`config.mk`:
```
export PLATFORM = sky130hd
export DESIGN_NAME = ex_muldiv_unit
export DESIGN_NICKNAME = d
export VERILOG_FILES = /design/src/rtl/ex_muldiv_unit.sv
export SDC_FILE = /design/constraint.sdc
export NUM_CORES = 1
export LEC_CHECK = 0
export ABC_AREA = 0
export CORE_ASPECT_RATIO = 0.6
export CORE_MARGIN = 10
export CORE_UTILIZATION = 63
export CTS_CLUSTER_SIZE = 28
export DETAILED_ROUTE_END_ITERATION = 12
export PLACE_DENSITY_LB_ADDON = 0.08
export RECOVER_POWER = 25
export REMOVE_ABC_BUFFERS = 1
export SYNTH_ARGS = -nofsm -noshare
export SYNTH_HDL_FRONTEND = slang
export SYNTH_SLANG_ARGS = --single-unit
```
`constraint.sdc`:
```
create_clock -name clk -period 7 [get_ports clk]
set_input_delay 0.7 -clock clk [delete_from_list [all_inputs] [get_ports clk]]
set_output_delay 0.7 -clock clk [all_outputs]
set_load 0.02 [all_outputs]
```
`src/rtl/ex_muldiv_unit.sv`:
```
// EX-stage iterative multiply/divide unit owning the architectural HI/LO pair.
// One radix-2 step per cycle (shift-add multiply, restoring divide) on operand magnitudes.
module ex_muldiv_unit #(
    parameter int         DATA_W   = 32,
    parameter logic [4:0] OP_MULT  = 5'h10,
    parameter logic [4:0] OP_MULTU = 5'h11,
    parameter logic [4:0] OP_DIV   = 5'h12,
    parameter logic [4:0] OP_DIVU  = 5'h13,
    parameter logic [4:0] OP_MFHI  = 5'h14,
    parameter logic [4:0] OP_MFLO  = 5'h15,
    parameter logic [4:0] OP_MTHI  = 5'h16,
    parameter logic [4:0] OP_MTLO  = 5'h17
) (
    input  logic              clk,
    input  logic              rst,
    input  logic              valid_in,
    input  logic [4:0]        ALUOp_in,
    input  logic [DATA_W-1:0] Reg1_in,
    input  logic [DATA_W-1:0] Reg2_in,
    input  logic              flush,
    output logic              stall_out,
    output logic              busy,
    output logic [DATA_W-1:0] result_out,
    output logic              result_valid,
    output logic [DATA_W-1:0] hi_out,
    output logic [DATA_W-1:0] lo_out
);
    localparam int CW = $clog2(DATA_W);

    typedef enum logic [1:0] {IDLE, BUSY, DONE} state_t;

    function automatic logic [DATA_W-1:0] f_mag(input logic signed [DATA_W-1:0] v,
                                                input logic is_signed);
        if (is_signed && v[DATA_W-1]) return $unsigned(-v);
        return $unsigned(v);
    endfunction

    function automatic logic [DATA_W-1:0] f_neg_w(input logic [DATA_W-1:0] v, input logic neg);
        return neg ? -v : v;
    endfunction

    function automatic logic [2*DATA_W-1:0] f_neg_2w(input logic [2*DATA_W-1:0] v,
                                                    input logic neg);
        return neg ? -v : v;
    endfunction

    state_t                r_state;
    logic [CW-1:0]         r_cnt;
    logic [2*DATA_W-1:0]   r_acc;
    logic [DATA_W-1:0]     r_opb;
    logic [DATA_W-1:0]     r_hi;
    logic [DATA_W-1:0]     r_lo;
    logic                  r_is_div;
    logic                  r_neg_q;
    logic                  r_neg_r;
    logic                  r_dbz;

    logic                  w_is_mul;
    logic                  w_is_div;
    logic                  w_signed;
    logic                  w_issue;
    logic                  w_mt_ok;
    logic                  w_mf;
    logic                  w_last;
    logic [DATA_W-1:0]     w_mag1;
    logic [DATA_W-1:0]     w_mag2;
    logic [DATA_W:0]       w_mul_sum;
    logic [DATA_W:0]       w_div_hi;
    logic                  w_div_ge;
    logic [DATA_W-1:0]     w_div_diff;
    logic [2*DATA_W-1:0]   w_acc_next;
    logic [2*DATA_W-1:0]   w_prod;
    logic [DATA_W-1:0]     w_fin_hi;
    logic [DATA_W-1:0]     w_fin_lo;

    assign w_is_mul = (ALUOp_in == OP_MULT) || (ALUOp_in == OP_MULTU);
    assign w_is_div = (ALUOp_in == OP_DIV)  || (ALUOp_in == OP_DIVU);
    assign w_signed = (ALUOp_in == OP_MULT) || (ALUOp_in == OP_DIV);
    assign w_mf     = (ALUOp_in == OP_MFHI) || (ALUOp_in == OP_MFLO);
    assign w_issue  = (r_state == IDLE) && valid_in && (w_is_mul || w_is_div) && !flush;
    assign w_mt_ok  = (r_state == IDLE) && valid_in && !flush;
    assign w_last   = (r_cnt == CW'(DATA_W - 1));
    assign w_mag1   = f_mag(Reg1_in, w_signed);
    assign w_mag2   = f_mag(Reg2_in, w_signed);

    // Multiply: accumulator high half gathers partial sums, low half shifts the multiplier out.
    assign w_mul_sum  = {1'b0, r_acc[2*DATA_W-1:DATA_W]} + (r_acc[0] ? {1'b0, r_opb} : '0);
    // Divide: the shifted partial remainder can reach DATA_W+1 bits before the trial subtract.
    assign w_div_hi   = r_acc[2*DATA_W-1:DATA_W-1];
    assign w_div_ge   = (w_div_hi >= {1'b0, r_opb});
    assign w_div_diff = w_div_hi[DATA_W-1:0] - r_opb;
    assign w_acc_next = r_is_div
                      ? {(w_div_ge ? w_div_diff : w_div_hi[DATA_W-1:0]), r_acc[DATA_W-2:0], w_div_ge}
                      : {w_mul_sum, r_acc[DATA_W-1:1]};

    assign w_prod   = f_neg_2w(w_acc_next, r_neg_q);
    assign w_fin_hi = r_is_div ? f_neg_w(w_acc_next[2*DATA_W-1:DATA_W], r_neg_r)
                               : w_prod[2*DATA_W-1:DATA_W];
    assign w_fin_lo = r_is_div ? (r_dbz ? '1 : f_neg_w(w_acc_next[DATA_W-1:0], r_neg_q))
                               : w_prod[DATA_W-1:0];

    always_ff @(posedge clk) begin
        if (w_issue) begin
            r_opb    <= w_is_div ? w_mag2 : w_mag1;
            r_acc    <= {{DATA_W{1'b0}}, (w_is_div ? w_mag1 : w_mag2)};
            r_is_div <= w_is_div;
            r_neg_q  <= w_signed && (Reg1_in[DATA_W-1] ^ Reg2_in[DATA_W-1]);
            r_neg_r  <= w_signed && Reg1_in[DATA_W-1];
            r_dbz    <= w_is_div && (Reg2_in == '0);
        end else if (r_state == BUSY) begin
            r_acc    <= w_acc_next;
        end
    end

    always_ff @(posedge clk) begin
        if (rst) begin
            r_state <= IDLE;
            r_cnt   <= '0;
            r_hi    <= '0;
            r_lo    <= '0;
        end else begin
            case (r_state)
                IDLE: begin
                    if (w_issue) begin
                        r_cnt   <= '0;
                        r_state <= BUSY;
                    end else if (w_mt_ok && (ALUOp_in == OP_MTHI)) begin
                        r_hi <= Reg1_in;
                    end else if (w_mt_ok && (ALUOp_in == OP_MTLO)) begin
                        r_lo <= Reg1_in;
                    end
                end
                BUSY: begin
                    if (flush) begin
                        r_state <= IDLE;
                    end else if (w_last) begin
                        r_hi    <= w_fin_hi;
                        r_lo    <= w_fin_lo;
                        r_state <= DONE;
                    end else begin
                        r_cnt <= r_cnt + CW'(1);
                    end
                end
                DONE:    r_state <= IDLE;
                default: r_state <= IDLE;
            endcase
        end
    end

    assign stall_out    = w_issue || (r_state == BUSY);
    assign busy         = (r_state == BUSY);
    assign result_valid = valid_in && w_mf && (r_state == IDLE);
    assign result_out   = !result_valid ? '0 : ((ALUOp_in == OP_MFHI) ? r_hi : r_lo);
    assign hi_out       = r_hi;
    assign lo_out       = r_lo;

endmodule
```
======== Word-level counts from Yosys, hierarchy flattened ========
Index checks and enable logic that the tools add are counted.
cells by class
  multiplexer cells ....................... 40
  reduce and logical (&&, ||, !) cells .... 27
  equality and inequality tests ........... 19
  magnitude comparators ................... 1
  $add $sub $neg .......................... 8
  bitwise operators ....................... 1
  multiply operators ...................... 0
  shifts and indexed selects .............. 0
  divide/modulo/power cells ............... 0
operators by type and width
  kind                                           count
  two-way mux 32 bit                             26
  two-way mux 64 bit                             2
  negation 32 bit                                4
  one-hot mux 32 bit (2 select lines)            2
  negation 64 bit                                1
  == test 5 bit, second input constant           9
  adder 32 x 32 -> 33 bit                        1
  >= comparator 33 x 32 -> 1 bit                 1
  logical NOT 32 bit                             1
  subtractor 32 bit                              1
  two-way mux 5 bit                              3
  != test 2 bit, second input constant           7
  logical AND 1 bit                              12
  one-hot mux 5 bit (2 select lines)             1
  logical OR 1 bit                               6
  two-way mux 2 bit                              3
  AND reduction 6 bit                            1
  adder 5 x 1 -> 5 bit, second input constant    1
  AND reduction 5 bit                            1
  one-hot mux 2 bit (2 select lines)             1
  AND reduction 4 bit                            1
  nonzero test 2 bit                             2
  != test 3 x 2 -> 1 bit, second input constant  1
  == test 2 x 1 -> 1 bit, second input constant  1
  6 further kinds                                7
word-level totals
  memory bits (writable) .................. 0
  output and inout port bits .............. 99
  logic and storage cells ................. 107
  bits in registers ....................... 171
  bits in latches ......................... 0
  ROM bits ................................ 0
  input bits .............................. 73
  memories ................................ 0

======== Depth between registers and ports, before layout ========
  depth in word-level cells ............... 10
  depth in mapped cells ................... 21
  gate-level depth less buffers ........... 20

======== Least setup slack after synthesis ========
No wires, ideal clock.
  path type ............................... register to register
  start point ............................. reg r_is_div
  end point ............................... reg r_hi[28], in the netlist hi_out[28]
  arrival time ............................ 4.438 ns
  path buffers ............................ 8
  slack ................................... 2.488 ns
  clock period less this slack ............ 4.512 ns
  data required time ...................... 6.926 ns
  cell stages (with the launch flop) ...... 21
  library setup time ...................... 0.074 ns
  cells stage by stage .................... edfxtp_1 -> buf_2 -> buf_2 -> buf_2 -> buf_2 -> buf_2 -> buf_2 -> buf_2 -> buf_1 -> o21ai_0 -> ha_1 -> nand2_1 -> or2_2 -> or3_1 -> or2_2 -> nand2_1 -> nand3_1 -> o41ai_1 -> xnor2_1 -> nand2_1 -> a31oi_1
on the way
  cells in the longest elaborated chain, start to end .. 7
  elaborated cells between the ends (all ways) .. 9
  classes of those cells .................. add/sub: 2; mux: 7
RTL lines
  item                                                             RTL line  RTL
  from (decl)                                                      53        logic r_is_div;
  from (signal assigned)                                           106       r_is_div <= w_is_div;
  two-way mux 64 bit                                               93        ? {(w_div_ge ? w_div_diff : w_div_hi[DATA_W-1:0]), r_acc[DATA_W-2:0], w_div_ge}
  negation 64 bit / negation 32 bit (equally long branches)        44, 39
  two-way mux 64 bit / two-way mux 32 bit (equally long branches)  44, 39
  two-way mux 32 bit *                                             97        assign w_fin_hi = r_is_div ? f_neg_w(w_acc_next[2*DATA_W-1:DATA_W], r_neg_r)
  two-way mux 32 bit *                                             136       end else if (w_last) begin
  two-way mux 32 bit *                                             134       if (flush) begin
  one-hot mux 32 bit (2 select lines) *                            122       case (r_state)
  to (signal assigned)                                             128       r_hi <= Reg1_in;
  to (signal assigned)                                             137       r_hi <= w_fin_hi;
  to (decl)                                                        51        logic [DATA_W-1:0] r_hi;
Every way passes the cells marked *; elsewhere a longest branch is shown, timed or not. The select of a mux whose other input is x is not followed.
A chain may end at the register's enable or synchronous reset.

======== Final worst setup path ========
  start point ............................. in ALUOp_in[1]
  end point ............................... reg r_opb[18], data pin
on the way
  cells in the longest elaborated chain, start to end .. 6
  elaborated cells between the ends (all ways) .. 12
  classes of those cells .................. eq/ne: 3; mux: 5; reduce/logical: 4
RTL lines
  item                                     RTL line  RTL
  from (decl)                              17        input logic [4:0] ALUOp_in,
  == test 5 bit, on equally long branches  78, 77
  logical OR 1 bit                         78        assign w_signed = (ALUOp_in == OP_MULT) || (ALUOp_in == OP_DIV);
  logical AND 1 bit                        34        if (is_signed && v[DATA_W-1]) return $unsigned(-v);
  two-way mux 1 bit                        34
  two-way mux 32 bit                       35        return $unsigned(v);
  two-way mux 32 bit *                     104       r_opb <= w_is_div ? w_mag2 : w_mag1;
  to (signal assigned)                     104
  to (decl)                                50        logic [DATA_W-1:0] r_opb;
Every way passes the cells marked *; elsewhere a longest branch is shown, timed or not.

==> results.md <==
Layout:
- The fill cell instance count of the final layout is a little under 2,000.
- For this run, the post-layout net count is about 2,300.
- The number of inserted diodes is 0.
- The fraction of layout cells with a size suffix above 1 is about 5.4%.
- The post-synthesis to final-layout area growth is 15.1%.
- The final design instance area without fill is approximately 18,000 um2.

Critical path:
- Following the worst setup path forward leads to its endpoint at r_opb[18]$_DFFE_PP_.
- In this design, the stage delay of the slowest critical-path cell is around 3.2 ns.
- The required time at the endpoint of the critical path is 6.93 ns.
- The critical path goes through dlygate4sd3_1 -> inv_1 -> nor3_1 -> clkbuf_1 -> mux2i_1.
- At the worst endpoint, the arrival time is approximately 6 ns.
- The worst-case reg-to-reg path depth is 15.
- The endpoint identified for the worst register-to-register timing path is hi_out[11]$_SDFFE_PP0P_.
- The worst setup path is launched from an input pin.
- The register-to-register setup slack is approximately 0.9 ns.
- Among all stages on the critical path, the largest delay is contributed by sky130_fd_sc_hd__clkbuf_1.
- STA classifies the critical path endpoint as a flip-flop.
- The launch point of the critical path is ALUOp_in[1].
- The worst setup path is of the in2reg kind.
- The worst reg2reg path startpoint is r_opb[1]$_DFFE_PP_.
- The highest fanout seen on the critical path is 67.

Clock tree:
- The clock tree buffer depth is 2.
- The hold buffer count at CTS is 0.
- In this run the clock root is driven by a sky130_fd_sc_hd__clkbuf_16.
- The number of gates resized after CTS is 0.
- After clock tree synthesis, the clock-pin slew on the worst setup and hold paths is ~0.070 ns.
- The H-tree depth reported by CTS is 4.
- TritonCTS built the clock tree.
- The clock latency at the later pin of the worst-skew pair is ~0.47 ns.
- The clock net in this run drives a total of 171 sinks.
- Clock tree synthesis inserted a total of 17 buffers.
- After clock tree synthesis, the setup repair step added 0 buffers.

Power:
- Dividing total power by cell area gives a power density of between 200 and 250 nW/um2.
- For this design the static power due to leakage is around 7.1 nW.
- The worst voltage drop across the vdd grid is 0.000173 V.
- The design draws ~4.5 mW.

Global route:
- The global-route wire length before repair is about 96 mm.
- The sum of overflow across all layers after global routing is 0.
- The number of antenna violations at the first check in global routing is 2.
- The maximum number of pins on one net before global-route repair is around 70.
- The via count of the first global-routing pass was ~16,000.
- Across every metal layer, demand over resource in global routing totals 37.9%.

Floorplanning:
- In this run the core area contains 45 standard-cell rows.
- The die extent in x is between 200 and 250 um.
- The starting density of the core is between 60% and 70%.
- The floorplan step set the die height to about 140 um.
- The number of placed I/O pins is around 170.
- The floorplan step defined a die boundary enclosing approximately 32,000 um2.
- The region available for standard cell placement spans about 25,000 um2.

Routing:
- The first routing iteration left 3,170 violations.
- The final route contains about 18,000 vias.
- In the routed design, unresolved DRC markers number 0.
- For this block, the routed nets add up to ~64 mm of wire.
- The detailed-router iteration count before antenna repair is 7.
- In the final routed layout, each cell accounts on average for 25.4 um.
- The count of nets left with antenna violations once routing finished came out at 0.
- The average via count per standard cell is 7.14.

Placement:
- The number of port buffers is around 170.
- The placed instances occupy a cell area of between 15,000 and 20,000 um2.
- The congestion estimate from routability-driven global placement came to roughly 1.1.
- The post-DP HPWL is between 40 and 50 mm.

Timing:
- After layout, the worst path uses around 90% of the clock period.
- The number of pins exceeding their max-slew limit in the final report was slightly below 70.
- Setup repair after global routing left no endpoint under its margin.
- Setup violations remaining at the end of the flow were counted as 0.
- The worst hold margin is 0.466 ns.
- The worst path needs roughly 6.2 ns of the cycle, external delays included.
- The total count of hold-check failures in the final report came to 0.
- The maximum frequency from static timing analysis is ~160 MHz.
- The worst-case headroom to the max-slew limit is -205%.
- The setup skew after layout is 0.0117 ns.
- The slew of the pin with the lowest slew margin is around 4.6 ns.

Logic synthesis:
- In the synthesized netlist the dominant register cell turns out to be sky130_fd_sc_hd__dfxtp_1.
- The sequential element share of the synthesized area is approximately a quarter.
- The share of the synthesized area in the top cell type is between 10 and 15%.
- Of all flip-flops after synthesis, the portion carrying an async set or reset was 0%.
- Counting instances in the post-synthesis netlist gives the leading cell types as sky130_fd_sc_hd__nor2_1, sky130_fd_sc_hd__nand2_1, sky130_fd_sc_hd__a21oi_1, sky130_fd_sc_hd__o21ai_0, sky130_fd_sc_hd__dfxtp_1.
- After synthesis, the cell types taking the most area are sky130_fd_sc_hd__dfxtp_1, sky130_fd_sc_hd__edfxtp_1, sky130_fd_sc_hd__a21oi_1, sky130_fd_sc_hd__mux2i_1, sky130_fd_sc_hd__ha_1.
- The number of flops mapped to enable cells by yosys is approximately 70.
- The Yosys warning count is 0.
- The biggest area contributor in the post-synthesis netlist is sky130_fd_sc_hd__dfxtp_1.
- After technology mapping, the gate count stands at 2,070.
- The number of distinct library cells after synthesis is just over 100.
- The most common cell in the synthesized netlist is sky130_fd_sc_hd__nor2_1.
- The total standard cell area after synthesis is approximately 16,000 um2.
- The average instance in the mapped netlist occupies 7.74 um2.
- The register bit count reported by yosys is between 150 and 200.

Status:
- The flow ran to the end, but the final reports show violations.
- The checks that failed: max-capacitance violations, max-slew violations.

Run:
- The number of violations of the max-capacitance limit is 1.

Min path:
- The path class of the tightest hold or removal check is reg2reg.
-- worst max-delay path, delay by kind of cell --
family        cells  cell delay, ns
buf+inv           3            4.04
mux               1            1.11
simple gates      1            0.25
-- cell type report --
type,instances,area [um2],share of cell area (%)
repair buffers,203,1940,10.5
flip-flops and latches,171,4100,22.3
well taps,329,412,2.23
clock inverters,7,50.0,0.271
multi-input cells,1707,11200,60.5
inverters,64,240,1.30
clock buffers,25,539,2.92
-- placed cells by master (no fill, tap or decap), types with 48 or more instances in the layout --
master and n:
sky130_fd_sc_hd__nor2_1 214, sky130_fd_sc_hd__xor2_1 72, sky130_fd_sc_hd__dfxtp_1 103, sky130_fd_sc_hd__dlygate4sd3_1 66, sky130_fd_sc_hd__nand3_1 48, sky130_fd_sc_hd__mux2i_1 93, sky130_fd_sc_hd__xnor2_1 87, sky130_fd_sc_hd__clkdlybuf4s50_1 104
sky130_fd_sc_hd__nand2_1 210, sky130_fd_sc_hd__o21ai_0 110, sky130_fd_sc_hd__ha_1 70, sky130_fd_sc_hd__inv_1 62, sky130_fd_sc_hd__nor3_1 50, sky130_fd_sc_hd__a21oi_1 203, sky130_fd_sc_hd__edfxtp_1 68
-- stage by stage --
stage               setup slack (ns)  util (%)  setup TNS [ns]  cells
floorplan                      -1.26         -          -53.54   1942
global placement                1.40      71.0               0   2474
detailed placement              1.35      71.0               0   2474
CTS                             1.32      73.3               0   2506
global route                   0.700      73.3               0   2506
finish                         0.777      73.3               0   2506
-- metal layers --
metal	vias to the layer above	global-route usage, %	wire length [um]
met4	4	14.3	2300
li1	7814	-	-
met3	186	14.8	11200
met5	-	0	62
met2	1614	51.4	24900
met1	8278	52.4	25100
-- cell families after synthesis --
family,count (synthesis),share of synthesized area (%)
muxes,104,6.58
xor gates and xnor gates,159,8.69
DFF,171,25.6
buffers and inverters,192,4.83
AOI/OAI and AO/OA,641,26.5
adders and majority gates,72,5.72
and+or+nand+nor,731,22.1
-- where the power goes --
group / switching, mW / total [mW] / leakage (nW) / internal [mW]
Sequential: 0.0977 / 1.20 / 1.45 / 1.11
Clock: 0.444 / 0.982 / 0.290 / 0.539
Combinational: 1.49 / 2.30 / 5.36 / 0.809
Total: 2.03 / 4.48 / 7.10 / 2.45
-- worst min-delay path by stage --
stage,startpoint,endpoint,slack (ns),cells past startpoint
global route,lo_out[6]$_SDFFE_PP0P_,lo_out[6]$_SDFFE_PP0P_,0.49,2
global placement,lo_out[30]$_SDFFE_PP0P_,lo_out[30]$_SDFFE_PP0P_,0.46,2
detailed placement,lo_out[30]$_SDFFE_PP0P_,lo_out[30]$_SDFFE_PP0P_,0.46,2
finish,lo_out[30]$_SDFFE_PP0P_,lo_out[30]$_SDFFE_PP0P_,0.47,2
CTS,lo_out[30]$_SDFFE_PP0P_,lo_out[30]$_SDFFE_PP0P_,0.47,2
floorplan,r_acc[44]$_SDFFE_PP0P_,r_acc[44]$_SDFFE_PP0P_,0.47,2
-- registers in the layout (all words and copies together), names as in the netlist --
name and flops:
r_acc 64, hi_out 32, lo_out 32, r_opb 32, r_cnt 5, r_state 2, r_dbz 1, r_is_div 1
r_neg_q 1, r_neg_r 1
No activity file was read; power rests on OpenSTA's default activity.
